$ cat config.mk
export PLATFORM = sky130hd
export DESIGN_NAME = axil_reg_slice
export DESIGN_NICKNAME = d
export VERILOG_FILES = /design/src/rtl/axil_pkg.sv /design/src/rtl/axil_skid_buf.sv /design/src/rtl/axil_reg_slice.sv
export SDC_FILE = /design/constraint.sdc
export NUM_CORES = 1
export LEC_CHECK = 0
export BUFFER_PORTS_ARGS = -buffer_cell sky130_fd_sc_hd__clkbuf_2
export CORE_AREA = 2 2 176 178
export DETAILED_ROUTE_END_ITERATION = 7
export DIE_AREA = 0 0 178 180
export HOLD_SLACK_MARGIN = 0.08
export PLACE_DENSITY = 0.75
export SLEW_MARGIN = 30
export SYNTH_ARGS = -nofsm -noshare
export SYNTH_HDL_FRONTEND = slang
export SYNTH_HIERARCHICAL = 1
export SYNTH_SLANG_ARGS = --single-unit
$ cat constraint.sdc
create_clock -name clk -period 1.85 [get_ports clk]
set_input_delay 0.0925 -clock clk [delete_from_list [all_inputs] [get_ports clk]]
set_output_delay 0.0925 -clock clk [all_outputs]
set_load 0.02 [all_outputs]
$ cat src/rtl/axil_pkg.sv
// Shared definitions for the AXI4-Lite register slice.
// Holds the AXI-Lite field widths, the response codes, and the state
// type used by each skid buffer.
package axil_pkg;

  localparam int unsigned AXIL_PROT_W = 3;
  localparam int unsigned AXIL_RESP_W = 2;

  localparam logic [AXIL_RESP_W-1:0] RESP_OKAY   = 2'b00;
  localparam logic [AXIL_RESP_W-1:0] RESP_SLVERR = 2'b10;

  // Occupancy of one skid buffer: no beat, main register only,
  // or main plus skid register.
  typedef enum logic [1:0] {
    EMPTY = 2'd0,
    ONE   = 2'd1,
    TWO   = 2'd2
  } skid_state_e;

endpackage

$ cat src/rtl/axil_skid_buf.sv
// Generic fully-registered valid/ready skid buffer.
// Both o_in_ready and o_out_valid come straight from flops, so there is no
// combinational path from the input side to the output side or back.
// The buffer accepts one beat per cycle when the output side is ready.
// Ports:
//   clk, reset             clock and synchronous active-high reset
//   i_in_valid/o_in_ready  upstream handshake, i_in_data upstream payload
//   o_out_valid/i_out_ready downstream handshake, o_out_data downstream payload
module axil_skid_buf
  import axil_pkg::*;
#(
  parameter int unsigned WIDTH = 8
) (
  input  logic             clk,
  input  logic             reset,
  input  logic             i_in_valid,
  output logic             o_in_ready,
  input  logic [WIDTH-1:0] i_in_data,
  output logic             o_out_valid,
  input  logic             i_out_ready,
  output logic [WIDTH-1:0] o_out_data
);

  skid_state_e      r_state;
  logic             r_in_ready;
  logic             r_out_valid;
  logic [WIDTH-1:0] r_main;
  logic [WIDTH-1:0] r_skid;

  logic w_in_fire;
  logic w_out_fire;

  assign w_in_fire  = i_in_valid & r_in_ready;
  assign w_out_fire = r_out_valid & i_out_ready;

  assign o_in_ready  = r_in_ready;
  assign o_out_valid = r_out_valid;
  assign o_out_data  = r_main;

  always_ff @(posedge clk) begin
    if (reset) begin
      r_state     <= EMPTY;
      r_in_ready  <= 1'b0;
      r_out_valid <= 1'b0;
      r_main      <= '0;
      r_skid      <= '0;
    end else begin
      case (r_state)
        EMPTY: begin
          // Ready is held low for the first cycle after reset and rises here.
          r_in_ready <= 1'b1;
          if (w_in_fire) begin
            r_main      <= i_in_data;
            r_out_valid <= 1'b1;
            r_state     <= ONE;
          end
        end
        ONE: begin
          if (w_in_fire && !w_out_fire) begin
            // Downstream stalled: park the new beat and stop accepting.
            r_skid     <= i_in_data;
            r_in_ready <= 1'b0;
            r_state    <= TWO;
          end else if (w_out_fire && !w_in_fire) begin
            r_out_valid <= 1'b0;
            r_state     <= EMPTY;
          end else if (w_in_fire && w_out_fire) begin
            r_main <= i_in_data;
          end
        end
        TWO: begin
          if (w_out_fire) begin
            r_main     <= r_skid;
            r_in_ready <= 1'b1;
            r_state    <= ONE;
          end
        end
        default: begin
          r_state     <= EMPTY;
          r_in_ready  <= 1'b0;
          r_out_valid <= 1'b0;
        end
      endcase
    end
  end

endmodule

$ cat src/rtl/axil_reg_slice.sv
// AXI4-Lite register slice between the PCIe bridge AXI-Lite master and the
// register-file slave. Each of the five channels passes through its own
// skid buffer, so every valid, ready and payload path is registered.
// AW, W and AR flow S->M; B and R flow M->S. Payloads are never altered.
// Ports:
//   clk, reset   AXI clock, synchronous active-high reset
//   S_AXI_*      slave-side port facing the bridge master
//   M_AXI_*      master-side port facing the register file
module axil_reg_slice
  import axil_pkg::*;
#(
  parameter int unsigned ADDR_WIDTH = 40,
  parameter int unsigned DATA_WIDTH = 32
) (
  input  logic                    clk,
  input  logic                    reset,
  input  logic [ADDR_WIDTH-1:0]   S_AXI_AWADDR,
  input  logic [AXIL_PROT_W-1:0]  S_AXI_AWPROT,
  input  logic                    S_AXI_AWVALID,
  output logic                    S_AXI_AWREADY,
  input  logic [DATA_WIDTH-1:0]   S_AXI_WDATA,
  input  logic [DATA_WIDTH/8-1:0] S_AXI_WSTRB,
  input  logic                    S_AXI_WVALID,
  output logic                    S_AXI_WREADY,
  output logic [AXIL_RESP_W-1:0]  S_AXI_BRESP,
  output logic                    S_AXI_BVALID,
  input  logic                    S_AXI_BREADY,
  input  logic [ADDR_WIDTH-1:0]   S_AXI_ARADDR,
  input  logic [AXIL_PROT_W-1:0]  S_AXI_ARPROT,
  input  logic                    S_AXI_ARVALID,
  output logic                    S_AXI_ARREADY,
  output logic [DATA_WIDTH-1:0]   S_AXI_RDATA,
  output logic [AXIL_RESP_W-1:0]  S_AXI_RRESP,
  output logic                    S_AXI_RVALID,
  input  logic                    S_AXI_RREADY,
  output logic [ADDR_WIDTH-1:0]   M_AXI_AWADDR,
  output logic [AXIL_PROT_W-1:0]  M_AXI_AWPROT,
  output logic                    M_AXI_AWVALID,
  input  logic                    M_AXI_AWREADY,
  output logic [DATA_WIDTH-1:0]   M_AXI_WDATA,
  output logic [DATA_WIDTH/8-1:0] M_AXI_WSTRB,
  output logic                    M_AXI_WVALID,
  input  logic                    M_AXI_WREADY,
  input  logic [AXIL_RESP_W-1:0]  M_AXI_BRESP,
  input  logic                    M_AXI_BVALID,
  output logic                    M_AXI_BREADY,
  output logic [ADDR_WIDTH-1:0]   M_AXI_ARADDR,
  output logic [AXIL_PROT_W-1:0]  M_AXI_ARPROT,
  output logic                    M_AXI_ARVALID,
  input  logic                    M_AXI_ARREADY,
  input  logic [DATA_WIDTH-1:0]   M_AXI_RDATA,
  input  logic [AXIL_RESP_W-1:0]  M_AXI_RRESP,
  input  logic                    M_AXI_RVALID,
  output logic                    M_AXI_RREADY
);

  localparam int unsigned STRB_W = DATA_WIDTH / 8;
  localparam int unsigned AX_W   = ADDR_WIDTH + AXIL_PROT_W;
  localparam int unsigned WD_W   = DATA_WIDTH + STRB_W;
  localparam int unsigned RD_W   = DATA_WIDTH + AXIL_RESP_W;

  axil_skid_buf #(.WIDTH(AX_W)) u_aw (
    .clk         (clk),
    .reset       (reset),
    .i_in_valid  (S_AXI_AWVALID),
    .o_in_ready  (S_AXI_AWREADY),
    .i_in_data   ({S_AXI_AWPROT, S_AXI_AWADDR}),
    .o_out_valid (M_AXI_AWVALID),
    .i_out_ready (M_AXI_AWREADY),
    .o_out_data  ({M_AXI_AWPROT, M_AXI_AWADDR})
  );

  axil_skid_buf #(.WIDTH(WD_W)) u_w (
    .clk         (clk),
    .reset       (reset),
    .i_in_valid  (S_AXI_WVALID),
    .o_in_ready  (S_AXI_WREADY),
    .i_in_data   ({S_AXI_WSTRB, S_AXI_WDATA}),
    .o_out_valid (M_AXI_WVALID),
    .i_out_ready (M_AXI_WREADY),
    .o_out_data  ({M_AXI_WSTRB, M_AXI_WDATA})
  );

  axil_skid_buf #(.WIDTH(AXIL_RESP_W)) u_b (
    .clk         (clk),
    .reset       (reset),
    .i_in_valid  (M_AXI_BVALID),
    .o_in_ready  (M_AXI_BREADY),
    .i_in_data   (M_AXI_BRESP),
    .o_out_valid (S_AXI_BVALID),
    .i_out_ready (S_AXI_BREADY),
    .o_out_data  (S_AXI_BRESP)
  );

  axil_skid_buf #(.WIDTH(AX_W)) u_ar (
    .clk         (clk),
    .reset       (reset),
    .i_in_valid  (S_AXI_ARVALID),
    .o_in_ready  (S_AXI_ARREADY),
    .i_in_data   ({S_AXI_ARPROT, S_AXI_ARADDR}),
    .o_out_valid (M_AXI_ARVALID),
    .i_out_ready (M_AXI_ARREADY),
    .o_out_data  ({M_AXI_ARPROT, M_AXI_ARADDR})
  );

  axil_skid_buf #(.WIDTH(RD_W)) u_r (
    .clk         (clk),
    .reset       (reset),
    .i_in_valid  (M_AXI_RVALID),
    .o_in_ready  (M_AXI_RREADY),
    .i_in_data   ({M_AXI_RRESP, M_AXI_RDATA}),
    .o_out_valid (S_AXI_RVALID),
    .i_out_ready (S_AXI_RREADY),
    .o_out_data  ({S_AXI_RRESP, S_AXI_RDATA})
  );

endmodule

Word-level counts from Yosys, hierarchy flattened --
Index checks and enable logic that the tools add are counted.
Operators by class: equality and inequality tests 50, mux-type cells 90, bitwise logic cells 15, reductions and logical operators 60
Operators by type and width (count):
- $mux W43 | 10
- $pmux W43 S3 | 2
- $mux W36 | 5
- $mux W34 | 5
- $pmux W36 S3 | 1
- $pmux W34 S3 | 1
- $mux W2 | 25
- $ne A2 B1 Y1 const B | 25
- $pmux W2 S3 | 6
- $pmux W1 S3 | 10
- $reduce_and A6 Y1 | 5
- $mux W1 | 25
- $ne A2 B2 Y1 const B | 10
- $reduce_and A2 Y1 | 10
- $reduce_and A4 Y1 | 5
- $logic_and A1 B1 Y1 | 15
- $ne A3 B1 Y1 const B | 5
- $reduce_and A3 Y1 | 5
- $reduce_bool A3 Y1 | 5
- $and A1 B1 Y1 | 10
- $eq A2 B1 Y1 const B | 5
- $eq A2 B2 Y1 const B | 5
- $logic_not A1 Y1 | 10
- $logic_not A2 Y1 | 5
- $not A1 Y1 | 5
Storage, ports and cells: register bits 336, output and inout bits 168

Longest topological paths before layout --
Gate-level depths: netlist of the first run.
depth after elaboration 6, mapped depth 10, mapped depth without buffers 7

Cells and area by module --
The synthesis of the first run kept the hierarchy.
By module, submodules not included:
- axil_skid_buf (u_ar ...) | times used 2, cells an instance 416, area each 3888.7 µm²
- axil_skid_buf (u_w) | times used 1, cells an instance 353, area each 3284.4 µm²
- axil_skid_buf (u_r) | times used 1, cells an instance 336, area each 3133.0 µm²
- axil_skid_buf (u_b) | times used 1, cells an instance 51, area each 420.4 µm²

Worst setup path after synthesis of the first run --
OpenSTA, ideal clock, no wires.
kind register -> register, start register u_ar.r_out_valid, in the netlist u_ar/o_out_valid, end register u_ar.r_main[0], in the netlist u_ar/o_out_data[0], setup time 81 ps, data arrival time 1877 ps, data required time 1769 ps, slack -108 ps, stages on the path, launching flop included 11, path buffers 3, clock period less this slack 1958 ps, cell sequence dfxtp_1 nand2_1 inv_1 ha_1 nor2_1 and3_1 buf_2 or2_1 buf_6 buf_6 a211oi_2
On the way: word-level cells in the longest chain between the ends 5, elaborated cells on any way between the ends 10, classes of those cells eq/ne: 4; bitwise: 1; reduce/logical: 5
Ends and longest elaborated chain:
- from (decl) | line axil_skid_buf.sv:26 | logic r_out_valid;
- from (signal assigned) | line axil_skid_buf.sv:44 | r_out_valid <= 1'b0;
- from (signal assigned) | line axil_skid_buf.sv:54 | r_out_valid <= 1'b1;
- from (signal assigned) | line axil_skid_buf.sv:65 | r_out_valid <= 1'b0;
- $and A1 B1 Y1 (*) | line axil_skid_buf.sv:34 | assign w_out_fire = r_out_valid & i_out_ready;
- $logic_not A1 Y1 | line axil_skid_buf.sv:59 | if (w_in_fire && !w_out_fire) begin
- $logic_and A1 B1 Y1 | line axil_skid_buf.sv:59
- $ne A2 B2 Y1 (no source line)
- $reduce_and A6 Y1 (no source line) (*)
- to (signal assigned) | line axil_skid_buf.sv:53 | r_main <= i_in_data;
- to (signal assigned) | line axil_skid_buf.sv:68 | r_main <= i_in_data;
- to (signal assigned) | line axil_skid_buf.sv:73 | r_main <= r_skid;
- to (decl) | line axil_skid_buf.sv:27 | logic [WIDTH-1:0] r_main;
Every way passes the cells marked *; elsewhere a longest branch is shown, timed or not. A chain may end at the register's enable or synchronous reset.

Final worst setup path of the first run --
start register u_aw.r_out_valid, in the netlist u_aw/o_out_valid, end register u_aw.r_main[6], in the netlist u_aw/o_out_data[6]
On the way: word-level cells in the longest chain between the ends 5, elaborated cells on any way between the ends 10, classes of those cells eq/ne: 4; bitwise: 1; reduce/logical: 5
Ends and longest elaborated chain (line):
- from (decl) | axil_skid_buf.sv:26
- from (signal assigned) | axil_skid_buf.sv:44
- from (signal assigned) | axil_skid_buf.sv:54
- from (signal assigned) | axil_skid_buf.sv:65
- $and A1 B1 Y1 (*) | axil_skid_buf.sv:34
- $logic_not A1 Y1 | axil_skid_buf.sv:59
- $logic_and A1 B1 Y1 | axil_skid_buf.sv:59
- $ne A2 B2 Y1 (no source line)
- $reduce_and A6 Y1 (no source line) (*)
- to (signal assigned) | axil_skid_buf.sv:53
- to (signal assigned) | axil_skid_buf.sv:68
- to (signal assigned) | axil_skid_buf.sv:73
- to (decl) | axil_skid_buf.sv:27
Marks and branches as above.

==> impl.org, run 1 <==
** STA
- Setup violations remaining at the end of the flow were counted as 0.
- At the pin with the least slew margin, the transition time is approximately 0.44 ns.
- Highest achievable clock rate :: 0.5578 GHz
- In this run the tightest slew margin relative to its limit is 0.7049.
- The final hold violation count was 0.
- The worst path in the final design needs a cycle of 1.793 ns, including I/O delays and setup.
- Final clock period utilization by the worst path :: 0.9690
- The number of pins with negative max-slew slack in the final report was 0.
- Worst Hold Margin :: 0.1097 ns
- On the final layout, the worst clock skew is around 0.014 ns.
- Setup slack on the critical path of the routed design comes to between 0.05 and 0.06 ns.

** Synthesis
- Share of synthesized cell area in and, or, nand and nor gates :: 0.1654
- Fraction of the yosys area taken by sequential cells :: 0.4602
- Area share of the largest cell type after synthesis :: 0.4602
- The number of different library cells used by synthesis comes to 36.
- Synth Register Bits :: 336
- Mean instance size in the synthesized netlist :: just over 9 um^2
- Post-Synthesis Cells :: about 1600
- During synthesis, Yosys emitted a total of 6 warnings.
- The post-synthesis compound-gate area fraction was 0.2017.
- Most area-hungry cell type in the Yosys netlist :: sky130_fd_sc_hd__dfxtp_1
- Post-Synth XOR/XNOR Area :: 0
- Sorting the synthesized cells by area gives the leading types as sky130_fd_sc_hd__dfxtp_1, sky130_fd_sc_hd__a211oi_2, sky130_fd_sc_hd__mux2i_1.
- By area, the combinational part of the netlist is dominated by compound AO/OA/AOI/OAI gates.
- Counting every net in the synthesized netlist gives approximately 1800.
- Synthesized area :: roughly 15000 um^2
- Of the total synthesized cell area, the portion taken by full adders, half adders and majority gates is 0.01284.
- The portion of synthesized area spent on multiplexers is 0.1082.

** Die
- Starting density of the core :: 0.4841
- The floorplan step set the die height to about 180 um.
- The die covers between 30000 and 40000 um^2.
- around 340 I/O pins were placed.
- Horizontal die dimension :: about 180 um
- After floorplanning, the core was sized to cover between 30000 and 40000 um^2.
- Number of standard-cell rows in the floorplan :: 64

** CTS
- TritonCTS built the clock tree.
- The clock net in this run drives a total of between 300 and 400 sinks.
- In this run the deepest clock path goes through 3 buffers.
- CTS H-Tree Depth :: 2
- The later pin in the worst-skew pair is clocked with a latency of 0.51 ns.
- Total CTS buffers :: 37
- Post-CTS Setup Inserts :: 0
- Clock-pin slew was measured on the worst setup and hold paths at about 0.06 ns.
- Root Buffer Master :: sky130_fd_sc_hd__clkbuf_16

** Route
- Count of routing violations after the opening detailed-route iteration :: roughly 930
- Dividing the detail-routed wire length by the instance count gives approximately 17 um.
- The first detailed-routing pass took 7 iterations.
- Routed Antenna Nets :: 0
- Wire length after detailed routing :: approximately 42 mm
- In the routed layout, each cell is associated on average with a via count of roughly 5.5.
- After detailed routing, the number of remaining DRC violations is 0.
- For this block, the via count after detailed routing is around 14000.

** Setup path
- Among all stages on the critical path, the largest delay is contributed by sky130_fd_sc_hd__dfxtp_2.
- The critical path starts at u_aw/o_out_valid.
- Number of cell instances on the worst register-to-register path :: 8
- STA puts the critical path data required time at between 2 and 2.5 ns.
- On the worst path, the slowest cell contributes a delay of between 0.3 and 0.4 ns.
- The worst setup path is of the flop to flop kind.
- Counting buffers and inverters, the worst setup path is 8 cells deep.
- Worst-path cell chain :: nand2_1 > inv_1 > ha_1 > nor2_1 > and3_1 > or2_4 > buf_12 > a211oi_1
- Together, buffers and inverters on the worst path number 2.
- Worst flop-to-flop path startpoint :: u_aw/o_out_valid
- The worst setup path is launched from a flop.
- The worst register-to-register path ends at u_aw/o_out_data[6].
- End point of the critical path :: u_aw/o_out_data[6]
- R2R Setup Slk :: approximately 0.057 ns
- In this run the worst path has a maximum fanout of 24.
- Among cell families on the critical path, the largest total delay comes from simple AND/OR/NAND/NOR gates.
- STA classifies the critical path endpoint as a flop.
- Worst EP arrival :: around 2.2 ns

** Finish
- The net count of the finished layout is roughly 2200.
- Non-filler cells in the finished layout :: about 2500
- Compared with the post-synthesis result, the final layout area differs by 35.20%.
- In the final layout, flip-flops and latches occupy roughly 6700 um^2.
- The finished cells cover approximately 20000 um^2.
- Fill cells in the final layout number 2200.
- Area occupied by multi-input gates :: a little over 7000 um^2
- Proportion of layout cells with a drive suffix above 1 :: 0.3079

** Flow run
- Maximum capacitance violations :: 0

** Power
- The share of total power dissipated in combinational logic is 0.162.
- Sw Pwr :: around 4800 uW
- The share of total power dissipated in sequential elements is 0.438.
- Dividing total power by cell area gives a power density of 906.9 nW/um^2.
- Leakage dissipation :: between 0.008 and 0.009 uW
- Of the total power, the share spent switching nets is 0.2703.
- Of the total power, the clock network draws 0.399.
- The worst-case IR drop observed on VDD is around 650 uV.
- Internal power comes to 13080 uW.
- Summing internal, switching and leakage power gives approximately 18000 uW.

** Place
- Cell area after placement :: roughly 17000 um^2
- Port buffering added approximately 340 buffers.
- After detailed placement, the design holds a cell count of between 2000 and 2500.
- Dpl ws :: -0.008389 ns
- Global placement routability congestion :: roughly 0.82
- Dpl hpwl :: about 25 mm

** GRT
- Residual overflow from global routing :: 0
- The via count of the first global-routing pass is ~14000.
- The initial antenna violation count is 1.
- Pin count of the biggest net entering global routing :: 55
- First-pass GRT wire length :: roughly 66 mm
- Overall global routing resource usage :: 0.2455

** Min path
- Hold Crit Start :: M_AXI_RVALID
- In this run the worst hold path is classified as primary input to flop.

** Run status
- Result of the run :: completed
==> logic make-up (layout without fill, tap and decap cells) <==
logic type                 after synthesis  in the layout
DFF                                    336            336
muxes                                  158            158
AOI/OAI and AO/OA                      360            360
adders and majority gates               15             15
buffers and inverters                  150            647
and+or+nand+nor                        553            553
other                                    0              1
==> per-stage QoR <==
step	util	TNS, ns
6_report	0.6546	0
5_1_grt	0.6546	-0.04972
4_1_cts	0.6491	0
3_5_place_dp	0.5547	-0.008389
3_3_place_gp	0.5547	0
2_1_floorplan	-	0
==> worst min path at each step <==
stage / end / cells past startpoint
after global routing: u_r/o_out_valid / 5
after global placement: u_r/r_skid[6] / 3
after floorplan: u_ar/r_skid[0] / 2
after CTS: u_r/o_out_valid / 5
after detailed placement: u_aw/r_skid[12] / 3
final: u_r/o_out_valid / 5
==> final cells by class <==
class / count / area share
diodes: 1 / 0.0001266
multi-input cells: 1086 / 0.3652
repair buffers: 570 / 0.2070
flip-flops and latches: 336 / 0.3409
clock buffers: 52 / 0.05274
clock inverters: 13 / 0.006649
inverters: 12 / 0.002279
well taps: 396 / 0.02507
==> timing repair <==
action | 4_1_cts | 5_1_grt
cloned | 0 | 4
pin swaps | 0 | 2
endpoints found under the setup margin | 1 | 122
resized for setup | 1 | 20
hold buffers | 167 | 0
endpoints found under the hold margin | 328 | 0
==> layer usage <==
metal	part of all wire	global-route usage	wire, um	vias up
li1	-	-	-	6465
met4	0.031	0.09639	1299	0
met1	0.40	0.2993	17120	6525
met3	0.074	0.05118	3133	113
met5	0	0	0	-
met2	0.49	0.4205	20770	580
==> placed cells by master, fill, tap and decap left out, types with 3 or more instances in the layout <==
cell type and instances:
sky130_fd_sc_hd__clkbuf_2 336, sky130_fd_sc_hd__dfxtp_1 328, sky130_fd_sc_hd__nand2_1 327, sky130_fd_sc_hd__a21oi_1 185
sky130_fd_sc_hd__dlygate4sd3_1 167, sky130_fd_sc_hd__mux2i_1 158, sky130_fd_sc_hd__nor3_1 155, sky130_fd_sc_hd__a211oi_2 142
sky130_fd_sc_hd__buf_4 47, sky130_fd_sc_hd__clkbuf_16 40, sky130_fd_sc_hd__nor2_1 21, sky130_fd_sc_hd__buf_12 13
sky130_fd_sc_hd__a211oi_1 13, sky130_fd_sc_hd__ha_1 13, sky130_fd_sc_hd__clkbuf_1 9, sky130_fd_sc_hd__inv_1 9
sky130_fd_sc_hd__dfxtp_2 8, sky130_fd_sc_hd__nand3b_1 8, sky130_fd_sc_hd__o21ai_0 7, sky130_fd_sc_hd__clkinv_2 6
sky130_fd_sc_hd__clkbuf_8 6, sky130_fd_sc_hd__nand3_1 6, sky130_fd_sc_hd__nand2b_2 5, sky130_fd_sc_hd__nor2b_2 4
sky130_fd_sc_hd__and2_1 4, sky130_fd_sc_hd__nand2b_1 4, sky130_fd_sc_hd__inv_6 3, sky130_fd_sc_hd__buf_6 3
sky130_fd_sc_hd__inv_2 3, sky130_fd_sc_hd__or2_4 3, sky130_fd_sc_hd__and3_1 3, sky130_fd_sc_hd__o21bai_1 3
==> worst min-delay path, stage by stage <==
cell and delay, ns:
sky130_fd_sc_hd__clkbuf_2 0.08, sky130_fd_sc_hd__nand2_1 0.16, sky130_fd_sc_hd__nor2_1 0.06, sky130_fd_sc_hd__o21bai_1 0.12, sky130_fd_sc_hd__a21oi_1 0.06
==> power by group through the flow <==
stage	Sequential [uW]	Combinational (uW)	Clock, uW
floorplan	8330	1290	0
global placement	7990	2440	0
detailed placement	8000	2500	0
CTS	7840	2800	7270
global route	7890	3110	7580
finish	7860	2910	7150
==> state kept, by name (all words and copies together), names as in the netlist, 34 cells and up <==
register	count
u_ar/o_out_data	43
u_w/r_skid	36
u_aw/o_out_data	43
u_w/o_out_data	36
u_aw/r_skid	43
u_ar/r_skid	43
u_r/r_skid	34
u_r/o_out_data	34
==> synthesized netlist by cell type, drive strengths merged <==
cell type,n
a31oi,2
a21oi,185
a21o,2
nor2,21
mux2i,158
nand3,6
nor3,156
and2b,1
a211oi,156
and4bb,2
nand2b,9
nor2b,6
o22ai,2
o21ai,7
nand2,329
or2,7
buf,55
dfxtp,336
and3,4
ha,15
clkbuf,83
o21bai,5
inv,12
and2,4
nand3b,8
o22a,1
Note: power is estimated with default switching activity, not from simulation.
==> run 2: changes to the inputs <==
--- a/config.mk
+++ b/config.mk
@@ -5,10 +5,11 @@
 export SDC_FILE = /design/constraint.sdc
 export NUM_CORES = 1
 export LEC_CHECK = 0
+export ABC_AREA = 1
 export BUFFER_PORTS_ARGS = -buffer_cell sky130_fd_sc_hd__clkbuf_2
-export CORE_AREA = 2 2 176 178
+export CORE_AREA = 2 2 183 185
 export DETAILED_ROUTE_END_ITERATION = 7
-export DIE_AREA = 0 0 178 180
+export DIE_AREA = 0 0 185 187
 export HOLD_SLACK_MARGIN = 0.08
 export PLACE_DENSITY = 0.75
 export SLEW_MARGIN = 30
==> constraint.sdc (replaced) <==
create_clock -name clk -period 1.85 [get_ports clk]
set_input_delay 0.0925 -clock clk [delete_from_list [all_inputs] [get_ports clk]]
set_output_delay 0.0925 -clock clk [all_outputs]
set_load 0.005 [all_outputs]
==> run 2 against run 1 <==
Effect of this change:
- final cell count increased by 36%
- design area increased by 6.5%
- critical path depth increased by 1
- non-clock buffer count decreased by 7
- synthesized cell count increased by 55%
- power increased by 14%
==> impl.org, run 2 <==
** Run status
- Result of the run :: completed

** Power
- Total power for the finished layout comes to 20430 uW.
- For this design the ratio of total power to cell area is between 900 and 1000 nW/um^2.
- Leakage dissipation :: between 0.01 and 0.015 uW
- VDD sags by at most about 700 uV.

** Synthesis
- Synth Register Bits :: 336
- In the synthesized netlist the async set-or-reset flop fraction comes to 0.
- EDFF count, synth :: 0
- Main flop type after synthesis :: sky130_fd_sc_hd__dfxtp_1
- Fraction of the yosys area taken by sequential cells :: 0.4179
- Warnings from Yosys :: 6
- The cell area that synthesis handed to floorplanning was ~16000 um^2.
- Library cells used by synthesis :: 29
- Leading post-synthesis cells by cell area :: sky130_fd_sc_hd__dfxtp_1, sky130_fd_sc_hd__nand2_1, sky130_fd_sc_hd__nand3_1
- By instance count, the leading cell after synthesis is sky130_fd_sc_hd__nand2_1.
- Most area-hungry cell type in the Yosys netlist :: sky130_fd_sc_hd__dfxtp_1
- Of the post-synthesis cell area, the dominant cell type holds 0.4179.
- By count the netlist is led by sky130_fd_sc_hd__nand2_1, sky130_fd_sc_hd__dfxtp_1, sky130_fd_sc_hd__nand3_1.
- The cell count after synthesis came out at ~2400.
- In this run the mean area of a mapped cell was ~6.6 um^2.
- Counting every net in the synthesized netlist gives ~2600.

** Setup path
- Worst flop-to-flop path startpoint :: u_w/o_in_ready
- Worst reg2reg path endpoint :: u_w/o_out_data[15]
- Critical-path maximum fanout :: 20
- Worst EP arrival :: about 2.1 ns
- The worst setup path is of the flop to flop kind.
- R2R Setup Slk :: 0.15 ns
- CP required :: 2.25 ns
- STA classifies the critical path startpoint as a flop.
- The worst setup path is captured at a flop.
- Number of cell instances on the worst register-to-register path :: 9

** CTS
- The clock net in this run drives a total of 336 sinks.
- Clock transition at the register clock pins on the worst setup and hold paths after CTS :: 0.06 ns
- Number of buffers on the longest clock path :: 3
- CTS H-Tree Depth :: 2
- Post-CTS Setup Inserts :: 0
- Root Buffer Master :: sky130_fd_sc_hd__clkbuf_16
- Clock tree from TritonCTS :: done
- Clock tree synthesis inserted a total of 38 buffers.
- The later pin in the worst-skew pair is clocked with a latency of 0.52 ns.

** Die
- Y dimension of the die :: between 150 and 200 um
- Core Box Area :: approximately 33000 um^2
- Starting density of the core :: 0.4898
- Number of standard-cell rows in the floorplan :: between 60 and 70
- Area of the die :: around 35000 um^2
- Horizontal die dimension :: 185 um
- Number of I/O pins :: ~340

** GRT
- Antenna violations before repair :: 1
- The via count of the first global-routing pass is around 16000.
- First-pass GRT wire length :: approximately 76 mm
- Residual overflow from global routing :: 0
- Overall global routing resource usage :: 0.2623
- Entering global routing, the biggest net connects slightly below 90 pins.

** Flow run
- Max-cap violations in this run came to 0.

** STA
- Time the final worst path needs with I/O delays and setup :: about 1.7 ns
- In this run the tightest slew margin relative to its limit is 0.5613.
- Setup violations remaining at the end of the flow were counted as 0.
- The number of pins with negative max-slew slack in the final report is 0.
- For the final database, setup skew stands at around 0.019 ns.
- The final hold violation count was 0.
- Based on the critical path, the design can be clocked at up to roughly 0.59 GHz.
- Setup repair after global routing left no endpoint under its margin.
- Summed over all failing endpoints, the final setup total negative slack is 0 ns.
- Slew at the pin closest to its max-slew limit :: ~0.66 ns
- Final clock period utilization by the worst path :: 0.9195

** Min path
- End point of the worst hold path :: u_b/o_in_ready
- Counting instances, the worst hold path has a depth of 5.
- Hold Crit Start :: S_AXI_BREADY
- The min-delay analysis places its worst path in the category primary input to flop.

** Route
- DRC :: 0
- Via/cell ratio :: between 5 and 6
- The detail route stage leaves a number of antenna-violating nets equal to 0.
- Summing over every cut layer, the via total after detailed routing is around 17000.
- Wire length after detailed routing :: 47.45 mm
- In this run, the number of DRC markers left after iteration 0 of detailed routing was about 1400.
- Number of search-and-repair iterations in the first detailed-routing pass :: 6
- Average detailed-routed wire length per instance :: about 14 um

** Place
- After detailed placement, the total cell area comes to 17930 um^2.
- Quantity of I/O buffers inserted on ports :: about 340
- Global placement routability congestion :: around 0.8
- Once placement completed, the tool counted placed cells totaling just over 3000.
- Dpl hpwl :: roughly 29 mm

** Finish
- Number of nets in the layout :: between 3000 and 4000
- The library cells used most frequently in the layout, excluding fill and tap cells, are sky130_fd_sc_hd__nand2_1, sky130_fd_sc_hd__clkbuf_2, sky130_fd_sc_hd__dfxtp_1.
- The finished layout holds around 3300 standard cells, fillers aside.
- The area growth from synthesis to layout is 30.78%.
- Most common cell after layout, fill and taps aside :: sky130_fd_sc_hd__nand2_1
- Proportion of layout cells with a drive suffix above 1 :: 0.1741
- Non-Filler Cell Area, Final :: between 20000 and 25000 um^2
run 2: cell types whose count changed in the layout (fill, tap and decap cells not counted), moves of 9 or more:
cell / change
sky130_fd_sc_hd__nand2_1: +446
sky130_fd_sc_hd__nor3_1: -153
sky130_fd_sc_hd__a211oi_2: -142
sky130_fd_sc_hd__inv_2: +13
sky130_fd_sc_hd__buf_4: -9
sky130_fd_sc_hd__a21oi_1: +112
sky130_fd_sc_hd__inv_1: +166
sky130_fd_sc_hd__nor2_1: +219
sky130_fd_sc_hd__nand3_1: +317
sky130_fd_sc_hd__o21ai_1: +35
sky130_fd_sc_hd__mux2i_1: -158
sky130_fd_sc_hd__a211oi_1: -10
run 2: per-stage QoR:
| stage | hold WS (ns) | setup WS [ns] | util |
|---|---|---|---|
| global placement | 0.3364 | 0.1808 | 0.5458 |
| global route | 0.1699 | 0.01379 | 0.6406 |
| floorplan | 0.1616 | 0.2648 | - |
| finish | 0.1381 | 0.1490 | 0.6406 |
| detailed placement | 0.3407 | 0.1593 | 0.5458 |
| CTS | 0.08433 | 0.1401 | 0.6382 |
run 2: logic make-up (layout without fill, tap and decap cells):
logic type,count (synthesis),count (layout),share of synthesized area
AO/OA/AOI/OAI,347,347,0.1087
adder cells (fa/ha/maj),15,15,0.01166
buffers and inverters,375,831,0.1101
flip-flops,336,336,0.4179
other,0,1,0
AND/OR/NAND/NOR,1366,1366,0.3517
run 2: worst max-delay path by stage:
stage,slack [ns],depth (start not counted),startpoint,endpoint
global placement,0.18,10,u_ar/o_in_ready,u_ar/o_out_data[16]
detailed placement,0.16,10,u_w/o_in_ready,u_w/o_out_data[27]
CTS,0.14,10,u_w/o_in_ready,u_w/o_out_data[27]
global route,0.01,7,u_w/r_state[0],u_w/r_skid[20]
floorplan,0.26,10,u_ar/o_in_ready,u_ar/o_out_data[0]
finish,0.15,9,u_w/o_in_ready,u_w/o_out_data[15]
run 2: power breakdown:
part | internal, uW | switching (uW)
combinational | 1780 | 2440
clock | 4850 | 3020
sequential | 7900 | 445
run 2: layout make-up:
class / count / area (um^2)
Clock inverter: 8 / 101.3
Fill cell: 2826 / 11810
Antenna cell: 1 / 2.502
Sequential cell: 336 / 6729
Inverter: 198 / 750.7
Timing Repair Buffer: 563 / 4050
Multi-Input combinational cell: 1728 / 7622
Tap cell: 448 / 560.5
Clock buffer: 62 / 1235
run 2: repair_timing:
item	in CTS	in global routing
gates resized for setup	0	7
endpoints found under the setup margin	0	27
endpoints found under the hold margin	333	0
hold buffers	170	0
run 2: per-layer routing:
layer,wire length (um),GRT usage
met5,0,0
met4,1747,0.1059
met3,3293,0.04303
met2,22690,0.4440
met1,19720,0.3314
run 2: critical path, stage by stage (launching register included):
cell	delay, ns
sky130_fd_sc_hd__dfxtp_1	0.37
sky130_fd_sc_hd__nand2_2	0.09
sky130_fd_sc_hd__inv_1	0.10
sky130_fd_sc_hd__ha_1	0.26
sky130_fd_sc_hd__nor2_1	0.07
sky130_fd_sc_hd__nand3_1	0.12
sky130_fd_sc_hd__nand2_4	0.11
sky130_fd_sc_hd__buf_12	0.18
sky130_fd_sc_hd__a21oi_1	0.19
sky130_fd_sc_hd__nor2_1	0.08
==> run 3: changes to the inputs <==
--- a/config.mk
+++ b/config.mk
@@ -8,6 +8,7 @@
 export ABC_AREA = 1
 export BUFFER_PORTS_ARGS = -buffer_cell sky130_fd_sc_hd__clkbuf_2
 export CORE_AREA = 2 2 183 185
+export CTS_BUF_LIST = sky130_fd_sc_hd__clkbuf_4 sky130_fd_sc_hd__clkbuf_8 sky130_fd_sc_hd__clkbuf_16
 export DETAILED_ROUTE_END_ITERATION = 7
 export DIE_AREA = 0 0 185 187
 export HOLD_SLACK_MARGIN = 0.08
==> run 3 against run 2 <==
Effect of this change:
- via count barely moved
- critical path depth did not move
- combinational power barely moved
- routed wire length barely moved
- non-clock buffer count did not move
- clock skew rose by 0.00060 ns
- sequential power barely moved
- maximum frequency rose by 0.22%
- sequential cell count did not move
- global-route usage barely moved
- final cell count barely moved
- register-to-register slack barely moved
==> impl.org, run 3 (synthesis results as in run 2) <==
** Finish
- Layout overhead on the synthesized area :: 30.98%
- The top cell types in the final layout, fill and taps aside, are sky130_fd_sc_hd__nand2_1, sky130_fd_sc_hd__clkbuf_2, sky130_fd_sc_hd__dfxtp_1.
- Of the cells placed in the final design, the portion with a size suffix greater than 1 is 0.1769.
- End-of-flow core utilization :: 0.6416
- Non-filler cells in the finished layout :: approximately 3300
- Most common cell after layout, fill and taps aside :: sky130_fd_sc_hd__nand2_1
- Fill cells in the final layout number around 2800.
- In the final design database the tool counted around 3100 nets.

** Power
- Sw Pwr :: between 5000 and 6000 uW
- Summed over all cells, the static leakage comes to between 0.01 and 0.015 uW.
- Cell-internal power :: ~15000 uW
- The share of total power dissipated in combinational logic is 0.205.
- Fraction of power spent switching nets :: 0.2871
- Proportion of power drawn by flip-flops and latches :: 0.406
- Across the VDD grid, the largest voltage drop is 699.0 uV.
- In this run the power density over the cells is 974.1 nW/um^2.
- Clock power share :: 0.389

** CTS
- After clock tree synthesis, the clock-pin slew on the worst setup and hold paths is about 0.06 ns.
- Clock tree synthesis inserted a total of 38 buffers.
- Skew-Pair Late Insertion Delay :: roughly 0.52 ns
- Counting along the longest clock path gives a buffer depth of 3.
- The tree built by TritonCTS fans out to 336 sinks.
- In this run the clock root is driven by a sky130_fd_sc_hd__clkbuf_16.
- TritonCTS built the clock tree.
- CTS H-Tree Depth :: 2

** Place
- The HPWL after detailed placement is 28.55 mm.
- Dpl ws :: ~0.16 ns
- Global placement routability congestion :: approximately 0.82
- Input and output buffers added on the ports amount to between 300 and 400.
- After detailed placement, the design holds a cell count of between 3000 and 4000.

** GRT
- For this run, global-route usage on met2 was measured as 0.4454.
- The via count of the first global-routing pass came to ~16000.
- Global routing usage on met3 :: 0.04186
- Pin count of the biggest net entering global routing :: a little under 90
- Busiest metal layer after global routing :: met2
- The initial antenna violation count is 1.
- Global routing finished with a remaining overflow of 0.
- In the global route stage, met1 resource usage came out at 0.3321.
- Overall global routing resource usage :: 0.2623
- The first global-routing pass estimated roughly 76 mm of wire.

** Setup path
- Tracing the worst setup path back leads to its startpoint at u_w/o_in_ready.
- CP required :: around 2.3 ns
- CP Class :: flop to flop
- R2R Setup Slk :: 0.15 ns
- CP most frequent cell :: sky130_fd_sc_hd__nor2_1
- Worst-path cell chain :: nand2_2 > inv_1 > ha_1 > nor2_1 > nand3_1 > nand2_4 > buf_12 > a21oi_1 > nor2_1
- Biggest cell delay along the critical path :: between 0.3 and 0.4 ns
- The critical path contains buffers and inverters numbering 2 combined.
- Among cell families on the critical path, the largest total delay comes from simple AND/OR/NAND/NOR gates.
- Kind of end point of the critical path :: flop
- On the critical path, the stage with the largest delay is an instance of sky130_fd_sc_hd__dfxtp_1.
- Worst flop-to-flop path startpoint :: u_w/o_in_ready
- Data on the critical path arrives at its endpoint at between 2 and 2.5 ns.
- Critical path launch point type :: flop
- Of all nets on the critical path, the largest fanout is 20.

** Run status
- The flow ran to the end, and the final reports show no timing, DRC or antenna violations.

** STA
- At the pin with the least slew margin, the transition time is approximately 0.64 ns.
- Final clock period utilization by the worst path :: 0.9175
- The final hold violation count was 0.
- Setup violations remaining at the end of the flow were counted as 0.
- Setup repair after global routing left no endpoint under its margin.
- Worst Hold Margin :: between 0.1 and 0.15 ns
- The number of pins with negative max-slew slack in the final report is 0.
- Total negative slack :: 0 ns
- The worst pin sits at a relative slew slack of 0.5708.
- Highest achievable clock rate :: about 0.59 GHz
- Counting I/O delays and the setup requirement, the final critical path takes between 1.5 and 2 ns.
- Setup slack on the critical path of the routed design comes to 0.1527 ns.
- Between clock sinks in the finished design, the worst skew comes to ~0.019 ns.

** Die
- Number of standard-cell rows in the floorplan :: 67
- Number of I/O pins :: 338
- The floorplan step set the die height to about 190 um.
- For this configuration, the core starts out at a cell density of 0.4898.
- Area of the die :: approximately 35000 um^2
- From left edge to right edge, the die measures around 190 um.
- The total area inside the core boundary comes to around 33000 um^2.

** Min path
- Hold/Removal Path Class :: primary input to flop
- In this run the most critical hold path is launched from S_AXI_BREADY.

** Route
- Via Count :: 17280
- Wire length after detailed routing :: between 40 and 50 mm
- Via/cell ratio :: around 5.2
- Number of search-and-repair iterations in the first detailed-routing pass :: 5
- DRC :: 0
- Routed Antenna Nets :: 0
- Dividing the detail-routed wire length by the instance count gives 14.18 um.
- Count of routing violations after the opening detailed-route iteration :: 1301

** Flow run
- Across the run, the number of max-cap violations was 0.
-- run 3: cell count changes in the layout (fill, tap and decap cells not counted) --
cell and delta:
sky130_fd_sc_hd__clkbuf_1 -8, sky130_fd_sc_hd__clkbuf_4 +8, sky130_fd_sc_hd__diode_2 +1
-- run 3: what timing repair did --
item,4_1_cts,5_1_grt
setup endpoints to repair,0,27
gates resized for setup,0,7
endpoints found under the hold margin,333,0
setup buffers,0,0
hold buffers,170,0
-- run 3: final timing paths --
kind	cells after the start	to
worst max-delay path	9	u_w/o_out_data[20]
worst min-delay path	5	u_b/o_in_ready
worst max register to register	9	u_w/o_out_data[20]
worst min register to register	2	u_aw/r_skid[33]
-- run 3: per-stage QoR --
stage	area (um^2)	power [uW]
after floorplan	16100	10880
after global placement	17930	12130
after detailed placement	17930	12240
after CTS	21000	20540
after global routing	21080	21550
final	21080	20540
-- run 3: power by group through the flow --
stage               Clock, uW  Sequential, uW  Combinational (uW)
CTS                      8110            8330                4100
finish                   7980            8340                4220
global placement            0            8450                3680
floorplan                   0            8420                2450
detailed placement          0            8480                3770
global route             8450            8400                4700
-- run 3: worst reg2reg max path, stage by stage (launching register included) --
cell and delay, ns:
sky130_fd_sc_hd__dfxtp_1 0.37, sky130_fd_sc_hd__nand2_2 0.09, sky130_fd_sc_hd__inv_1 0.10, sky130_fd_sc_hd__ha_1 0.26, sky130_fd_sc_hd__nor2_1 0.07, sky130_fd_sc_hd__nand3_1 0.12
sky130_fd_sc_hd__nand2_4 0.11, sky130_fd_sc_hd__buf_12 0.18, sky130_fd_sc_hd__a21oi_1 0.21, sky130_fd_sc_hd__nor2_1 0.07
-- run 3: area by class of cell --
class                      instances  area, um^2  share of cell area
multi-input combinational       1728        7622              0.3615
sequential                       336        6729              0.3191
timing repair buffer             563        4050              0.1921
clock buffer                      62        1265             0.06000
inverter                         198       750.7             0.03561
tap                              448       560.5             0.02659
clock inverter                     8       101.3            0.004807
antenna                            2       5.005           0.0002374
-- run 3: routing by layer --
metal | wire length (um) | vias up
met1 | 19750 | 7859
met5 | 0 | -
met3 | 3285 | 133
li1 | - | 8566
met2 | 22730 | 719
met4 | 1668 | 0
